**src/rtl/assoc_cache.sv**
```systemverilog
// assoc_cache: N-way set-associative, write-back, write-allocate data cache
// with true-LRU replacement and a line-wide request/acknowledge memory port.
//
// state     | meaning
// ----------|----------------------------------------------------------
// IDLE      | serving hits; a miss latches the request and picks a victim
// WRITEBACK | dirty victim line being written to memory
// FILL      | missing line being read from memory into the victim way
module assoc_cache #(
    parameter int WAYS  = 2,
    parameter int SETS  = 4,
    parameter int WORDS = 8
) (
    input  logic                clk,
    input  logic                reset,
    input  logic                read,
    input  logic                we,
    input  logic [31:0]         a,
    input  logic [31:0]         wd,
    output logic [31:0]         rd,
    output logic                ready,
    output logic                mem_req,
    output logic                mem_we,
    output logic [31:0]         mem_addr,
    output logic [WORDS*32-1:0] mem_wd,
    input  logic [WORDS*32-1:0] mem_rd,
    input  logic                mem_ack
);
    localparam int OB = $clog2(WORDS);
    localparam int IB = $clog2(SETS);
    localparam int TW = 32 - OB - IB - 2;
    localparam int AW = (WAYS > 1) ? $clog2(WAYS) : 1;
    localparam logic [AW-1:0] AGE_LRU = AW'(WAYS - 1);

    typedef enum logic [1:0] {IDLE, WRITEBACK, FILL} state_t;
    state_t state, state_nx;

    logic [WORDS*32-1:0] data_q  [WAYS][SETS];
    logic [TW-1:0]       tag_q   [WAYS][SETS];
    logic                valid_q [WAYS][SETS];
    logic                dirty_q [WAYS][SETS];
    logic [AW-1:0]       age_q   [WAYS][SETS];

    logic [TW-1:0] lat_tag;
    logic [IB-1:0] lat_index;
    logic [AW-1:0] lat_victim;

    logic [OB-1:0]       req_word;
    logic [IB-1:0]       req_index;
    logic [TW-1:0]       req_tag;
    logic                req;
    logic                store;
    logic                hit;
    logic [AW-1:0]       hit_way;
    logic [AW-1:0]       victim;
    logic                found_invalid;
    logic [WORDS*32-1:0] hit_line;
    logic                addr_unused;

    assign req_word    = a[OB+1:2];
    assign req_index   = a[OB+IB+1:OB+2];
    assign req_tag     = a[31:OB+IB+2];
    assign req         = read | we;
    assign store       = we & ~read;
    assign hit_line    = data_q[hit_way][req_index];
    assign addr_unused = ^a[1:0];

    // tag compare across all ways of the addressed set
    always_comb begin
        hit     = 1'b0;
        hit_way = '0;
        for (int w = 0; w < WAYS; w++) begin
            if (valid_q[w][req_index] && tag_q[w][req_index] == req_tag) begin
                hit     = 1'b1;
                hit_way = AW'(w);
            end
        end
    end

    // victim: lowest-numbered invalid way, otherwise the LRU way
    always_comb begin
        victim        = '0;
        found_invalid = 1'b0;
        for (int w = 0; w < WAYS; w++) begin
            if (!found_invalid && !valid_q[w][req_index]) begin
                victim        = AW'(w);
                found_invalid = 1'b1;
            end
        end
        if (!found_invalid) begin
            for (int w = 0; w < WAYS; w++) begin
                if (age_q[w][req_index] == AGE_LRU) victim = AW'(w);
            end
        end
    end

    // state register
    always_ff @(posedge clk) begin
        if (!reset) state <= IDLE;
        else        state <= state_nx;
    end

    // next-state logic
    always_comb begin
        state_nx = state;
        case (state)
            IDLE: begin
                if (req && !hit)
                    state_nx = (valid_q[victim][req_index] && dirty_q[victim][req_index])
                               ? WRITEBACK : FILL;
            end
            WRITEBACK: if (mem_ack) state_nx = FILL;
            FILL:      if (mem_ack) state_nx = IDLE;
            default:   state_nx = IDLE;
        endcase
    end

    // outputs; everything is forced quiet while reset is held low
    always_comb begin
        ready    = 1'b0;
        rd       = '0;
        mem_req  = 1'b0;
        mem_we   = 1'b0;
        mem_addr = '0;
        mem_wd   = '0;
        if (reset) begin
            case (state)
                IDLE: begin
                    ready = !req || hit;
                    if (read && hit) rd = hit_line[req_word*32 +: 32];
                end
                WRITEBACK: begin
                    mem_req  = 1'b1;
                    mem_we   = 1'b1;
                    mem_addr = {tag_q[lat_victim][lat_index], lat_index, {(OB+2){1'b0}}};
                    mem_wd   = data_q[lat_victim][lat_index];
                end
                FILL: begin
                    mem_req  = 1'b1;
                    mem_addr = {lat_tag, lat_index, {(OB+2){1'b0}}};
                end
                default: ;
            endcase
        end
    end

    // valid/dirty/LRU bookkeeping and the miss latch
    always_ff @(posedge clk) begin
        if (!reset) begin
            for (int w = 0; w < WAYS; w++) begin
                for (int s = 0; s < SETS; s++) begin
                    valid_q[w][s] <= 1'b0;
                    dirty_q[w][s] <= 1'b0;
                    age_q[w][s]   <= AW'(w);
                end
            end
            lat_tag    <= '0;
            lat_index  <= '0;
            lat_victim <= '0;
        end else begin
            if (state == IDLE && req && hit) begin
                for (int w = 0; w < WAYS; w++) begin
                    if (AW'(w) == hit_way)
                        age_q[w][req_index] <= '0;
                    else if (age_q[w][req_index] < age_q[hit_way][req_index])
                        age_q[w][req_index] <= age_q[w][req_index] + 1'b1;
                end
                if (store) dirty_q[hit_way][req_index] <= 1'b1;
            end
            if (state == IDLE && req && !hit) begin
                lat_tag    <= req_tag;
                lat_index  <= req_index;
                lat_victim <= victim;
            end
            if (state == FILL && mem_ack) begin
                valid_q[lat_victim][lat_index] <= 1'b1;
                dirty_q[lat_victim][lat_index] <= 1'b0;
            end
        end
    end

    // data and tag arrays carry no reset; only written outside reset
    always_ff @(posedge clk) begin
        if (reset) begin
            if (state == IDLE && store && hit)
                data_q[hit_way][req_index][req_word*32 +: 32] <= wd;
            if (state == FILL && mem_ack) begin
                data_q[lat_victim][lat_index] <= mem_rd;
                tag_q[lat_victim][lat_index]  <= lat_tag;
            end
        end
    end
endmodule

```
**config.mk**
```make
export PLATFORM = sky130hd
export DESIGN_NAME = assoc_cache
export DESIGN_NICKNAME = d
export VERILOG_FILES = /design/src/rtl/assoc_cache.sv
export SDC_FILE = /design/constraint.sdc
export NUM_CORES = 2
export LEC_CHECK = 0
export CAP_MARGIN = 20
export CORE_ASPECT_RATIO = 0.7
export CORE_MARGIN = 2
export CORE_UTILIZATION = 60
export DETAILED_ROUTE_END_ITERATION = 10
export PLACE_DENSITY = 0.8
export REMOVE_ABC_BUFFERS = 1
export SYNTH_ARGS = -nofsm -noshare
export SYNTH_HDL_FRONTEND = slang
export SYNTH_SLANG_ARGS = --single-unit
```
**constraint.sdc**
```tcl
create_clock -name clk -period 8.9 [get_ports clk]
set_clock_uncertainty 0.1 [all_clocks]
set_input_delay 1.78 -clock clk [delete_from_list [all_inputs] [get_ports clk]]
set_output_delay 1.78 -clock clk [all_outputs]
set_load 0.02 [all_outputs]
```
Word level (Yosys, flattened, before mapping)
Memory sizes are Yosys's and may differ from the RTL's. A register that Yosys moved wholly into a read port is not among the register bits.
Cells that the tools add are included.

operators by class
  add/subtract/negate cells = 3
  magnitude comparators = 6
  equality and inequality tests = 7
  shifts and indexed selects = 3
  multiplexer cells = 136
  bitwise operators = 21
  reductions and logical operators = 25

operator list
  kind                       count
  $mux 1024                  4
  $mux 256                   8
  $bmux 256 s2               2
  $demux 256 s2              2
  $reduce_or 1024->1         1
  $shift 32x34->256 const A  1
  $shiftx 256x9->32          1
  $shiftx 32x34->256         1
  $mux 25                    7
  $bmux 25 s2                3
  $mux 32                    4
  $mux 100                   1
  $mux 1                     77
  $pmux 32 s2                1
  $demux 25 s2               1
  $eq 25x25->1               2
  $mux 4                     12
  $neg 8->34                 1
  $or 1x1->1                 17
  $bmux 1 s2                 7
  $logic_and 1x1->1          14
  $reduce_or 4->1            3
  $mux 2                     4
  $ge 3x3->1 const B         2
  16 further kinds           25

storage, ports and cells
  flip-flop bits (word level) = 30
  bits in writable memories = 2272
  bits of input ports = 325
  output and inout port bits = 323
  logic and storage cells = 210
  memories = 5

memories
  name     words  width  rd ports  clocked after Yosys merged registers in  write ports  line  source
  data_q   2      1024   2         1                                        1            38    logic [WORDS*32-1:0] data_q [WAYS][SETS];
  tag_q    2      100    3         1                                        1            39    logic [TW-1:0] tag_q [WAYS][SETS];
  age_q    2      4      3         0                                        2            42    logic [AW-1:0] age_q [WAYS][SETS];
  dirty_q  2      4      1         0                                        2            41    logic dirty_q [WAYS][SETS];
  valid_q  2      4      3         0                                        2            40    logic valid_q [WAYS][SETS];

Logic depth before layout (Yosys ltp)
An unclocked memory read counts as a cell.

  depth in word-level cells = 18
  depth in mapped cells = 18
  depth with buffers taken out = 10

Least setup slack after synthesis
OpenSTA, ideal clock, no wires.

  path kind = input -> output
  from = in a[5]
  to = out rd[0]
  arrival time = 5.252 ns
  path slack = 1.768 ns
  stages on the path = 16
  cell sequence = buf_6 > buf_6 > buf_6 > mux4_2 > xnor2_1 > nand4_1 > nor2_1 > o21ai_1 > or2_1 > buf_2 > buf_6 > buf_4 > nor3b_1 > nor4_1 > o31a_1 > o311ai_0

on the way
  longest elaborated chain between the ends = 15
  elaborated cells between the ends (all ways) = 29
  those cells by class = 2 x eq/ne; 1 x shift; 21 x mux; 1 x bitwise; 3 x reduce/logical; 1 x memory

RTL lines
  element                                      line    source
  start: declaration                           18      input logic [31:0] a,
  $not 2->3 (implied by the code) *            65, 73
  $bmux 25 s2                                  73      if (valid_q[w][req_index] && tag_q[w][req_index] == req_tag) begin
  $mux 25 (implied by the code) (2 in a row)   73
  $eq 25x25->1                                 73
  $logic_and 1x1->1                            73
  $mux 1                                       73
  $mem_v2 2x1024                               -
  $bmux 256 s2                                 65      assign hit_line = data_q[hit_way][req_index];
  $mux 256 (implied by the code) (2 in a row)  65
  $shiftx 256x9->32                            130     if (read && hit) rd = hit_line[req_word*32 +: 32];
  $mux 32 *                                    130
  $mux 32 *                                    127     case (state)
  $mux 32 *                                    126     if (reset) begin
  end: declaration                             20      output logic [31:0] rd,

Every way passes the cells marked *; elsewhere a longest branch is shown, timed or not. The select of a mux whose other input is x is not followed.

Worst setup path after layout
  from = in a[5]
  to = out rd[3]

The elaborated chain is that of the path after synthesis.

==> key figures <==
Power and ir drop
  – LEAKAGE: around 40 nW
  – Power Dens Cells: 185 nW/um^2
  – Maximum vdd drop: ~0.21 mV

Worst setup path
  – Critical-path cell list: buf_8 -> buf_12 -> mux2i_1 -> nand2_1 -> a311o_1 -> a21oi_1 -> nand4bb_2 -> nor2_4 -> buf_12 -> mux2_2 -> o21ai_0 -> o31a_1 -> o311ai_1 -> buf_12
  – Top cell by count, worst path: buf_12
  – Kind of critical path: primary input to primary output
  – CP bufs+invs: 4
  – Slowest cell on crit path: o311ai_1
  – CP endpoint kind: primary output
  – Top Family by Delay on Critical Path: compound AO/OA/AOI/OAI gates
  – Worst setup SP type: primary input
  – CP Max Fanout: 38
  – Largest stage delay, worst path: approximately 1100 ps
  – Arrival @ worst endpoint: 6960 ps
  – Crit path required time: 7020 ps

Drt
  – Met1 wire length: 115,000 um
  – WL per Instance: 37.8 um
  – DRT Pass-1 Iters: 6
  – Routed met2 length: 159,000 um
  – Routed Antenna Nets: 0
  – DR vias/cell: 7.36
  – Vias: 69.4k
  – DR top layer: met5
  – Total wire length: 357,000 um
  – Routed met3 length: 56,400 um
  – Post-route DRC: 0
  – DRT iter0 DRCs: 11.0k

GRT
  – Vias in the first global route: 68.1k
  – GRT Total Usage: 38.3%
  – Initial antenna violation count: 22
  – Wire length of the first global-routing pass: 498,000 um
  – GR Overflow Total: 0
  – Largest net degree at the start of global routing: 181

Timing
  – Slew HR: 13.6%
  – Worst setup margin: 61.6 ps
  – Hold_ws: 345 ps
  – Unrepaired setup endpoints after global routing: false
  – Sum Neg Setup Slack: 0 ps
  – Worst Max-Slew Pin Slew: 1280 ps
  – Final setup fails: 0
  – Hold Violations, Final: 0
  – Slew Limit Fails: 0
  – Fmax achieved: 0.113 GHz
  – Final min period: 8840 ps
  – Final worst-path cycle share: approximately 100%

Die
  – Die Y: 362 um
  – Die width: about 520 um
  – # rows: 131
  – I/O pins: 648
  – Die area: 187,000 um^2
  – Initial Util: between 60% and 70%
  – Core area: between 150,000 and 200,000 um^2

Place
  – Area after DPL: ~120,000 um^2
  – Routability congestion estimate: 0.919
  – HPWL after DPL: 222,000 um
  – # port buffers: 640
  – Setup slack at placement: about 360 ps

CTS
  – Bufs on Longest Clock Path: 3
  – Cts hold-fix bufs: 0
  – TritonCTS clock tree: built
  – Root buffer cell: clkbuf_16
  – Cts bufs inserted: 208
  – Clock Pin Slew Worst Setup and Hold Paths: 60 ps
  – Maximum level of the CTS H-tree: 4
  – Clock sinks: 2,303
  – Post-cts sizing count: 0
  – Worst skew pair latency: 860 ps
  – Post-CTS Setup Inserts: 0

Cells and area
  – Commonest non-fill, non-tap cell in the layout: edfxtp_1
  – Layout cells sized above 1: between 20% and 30%
  – Nets: roughly 7.1k
  – Fill count: 11.0k
  – P&R area growth vs syn: 15.4%
  – Fin area: around 130,000 um^2
  – Most frequent cells in the layout: edfxtp_1, mux4_2, clkdlybuf4s50_1
  – Fin util: 69.7%

Logic synthesis
  – FF+latch count, synth: 2,303
  – Gate count after technology mapping: 6,214
  – Syn avg cell area: ~18 um^2
  – Mapped Area: 110,000 um^2
  – Ys Warns: 0
  – Synth Flop Type: edfxtp_1
  – Sequential area share after synthesis: 62.6%
  – Post-synth EDFFs: ~2.3k
  – Asr flop ratio synth: 0%
  – Unique masters post-synth: 68

Hold path
  – HP Class: register to register

Status
  – Status: finished clean

Job
  – # Max-Cap Violations: 0
[power breakdown]
group / switching [mW] / internal, mW / leakage [nW]
sequential: 0.0802 / 12.0 / 21.2
clock: 4.00 / 4.95 / 3.27
combinational: 1.38 / 1.03 / 15.6
total: 5.47 / 18.0 / 40.1
[logic make-up after synthesis]
kind of cell             synth area share, %
adder cells (fa/ha/maj)               0.0911
buffers and inverters                   2.08
AO/OA/AOI/OAI                           4.27
AND/OR/NAND/NOR                         4.64
flip-flops                              62.6
other                                0.00341
multiplexers                            26.0
XOR/XNOR                               0.398
[state kept, by name (all words and copies together), names as in the netlist, named ones only]
name / cells
tag_q: 200
age_q: 8
lat_victim: 1
lat_tag: 25
lat_index: 2
dirty_q: 8
valid_q: 8
data_q: 2048
state: 2
[final timing paths]
| kind | startpoint | end | slack, ps | cells after the start |
|---|---|---|---|---|
| worst min-delay path | valid_q[1][3]$_DFF_P_ | valid_q[1][3]$_DFF_P_ | 350 | 2 |
| worst max-delay path | a[5] | rd[3] | 60 | 14 |
| worst max register to register | tag_q[1][85]$_DFFE_PP_ | data_q[1][956]$_DFFE_PP_ | 2640 | 12 |
| worst min register to register | valid_q[1][3]$_DFF_P_ | valid_q[1][3]$_DFF_P_ | 350 | 2 |
[cells in the mapped netlist, types with 76 or more instances]
cell         n  area (um^2)
a21oi_1     85          425
mux2_2      90         1010
mux2i_1    311         3110
edfxtp_1  2266        68000
o21ai_0    151          756
buf_1      139          522
nand2_1    412         1550
nor2_1     453         1700
nand3_1     76          380
mux4_2    1083        24400
clkbuf_1   342         1280
a22o_1     220         1930
[tightest hold or removal path, stage by stage, from the launching register on]
cell and delay, ps:
dfxtp_1 310, nand2_1 50, nand2_1 40
[metal layers]
layer / track usage (%) / up-vias
met3: 13.3 / 1000
met4: 23.6 / 20
met2: 55.9 / 6018
met5: 0 / -
met1: 49.8 / 35400
li1: - / 26900
[area by class of cell]
cell class	count	area (um^2)	share of cell area (%)
inverter	16	70.1	0.0552
sequential	2303	68800	54.2
timing repair buffer	893	8690	6.85
antenna	19	47.5	0.0375
tap	2460	3080	2.43
clock inverter	123	1190	0.942
clock buffer	263	5500	4.33
multi-input combinational	3351	39500	31.1
[metrics by stage]
step / instances / total power, mW
after floorplan: 5670 / 14.6
after detailed placement: 9021 / 14.7
final: 9428 / 23.5
after global placement: 9021 / 14.6
after global routing: 9414 / 24.0
after CTS: 9407 / 23.4
No activity file was read; power rests on OpenSTA's default activity.
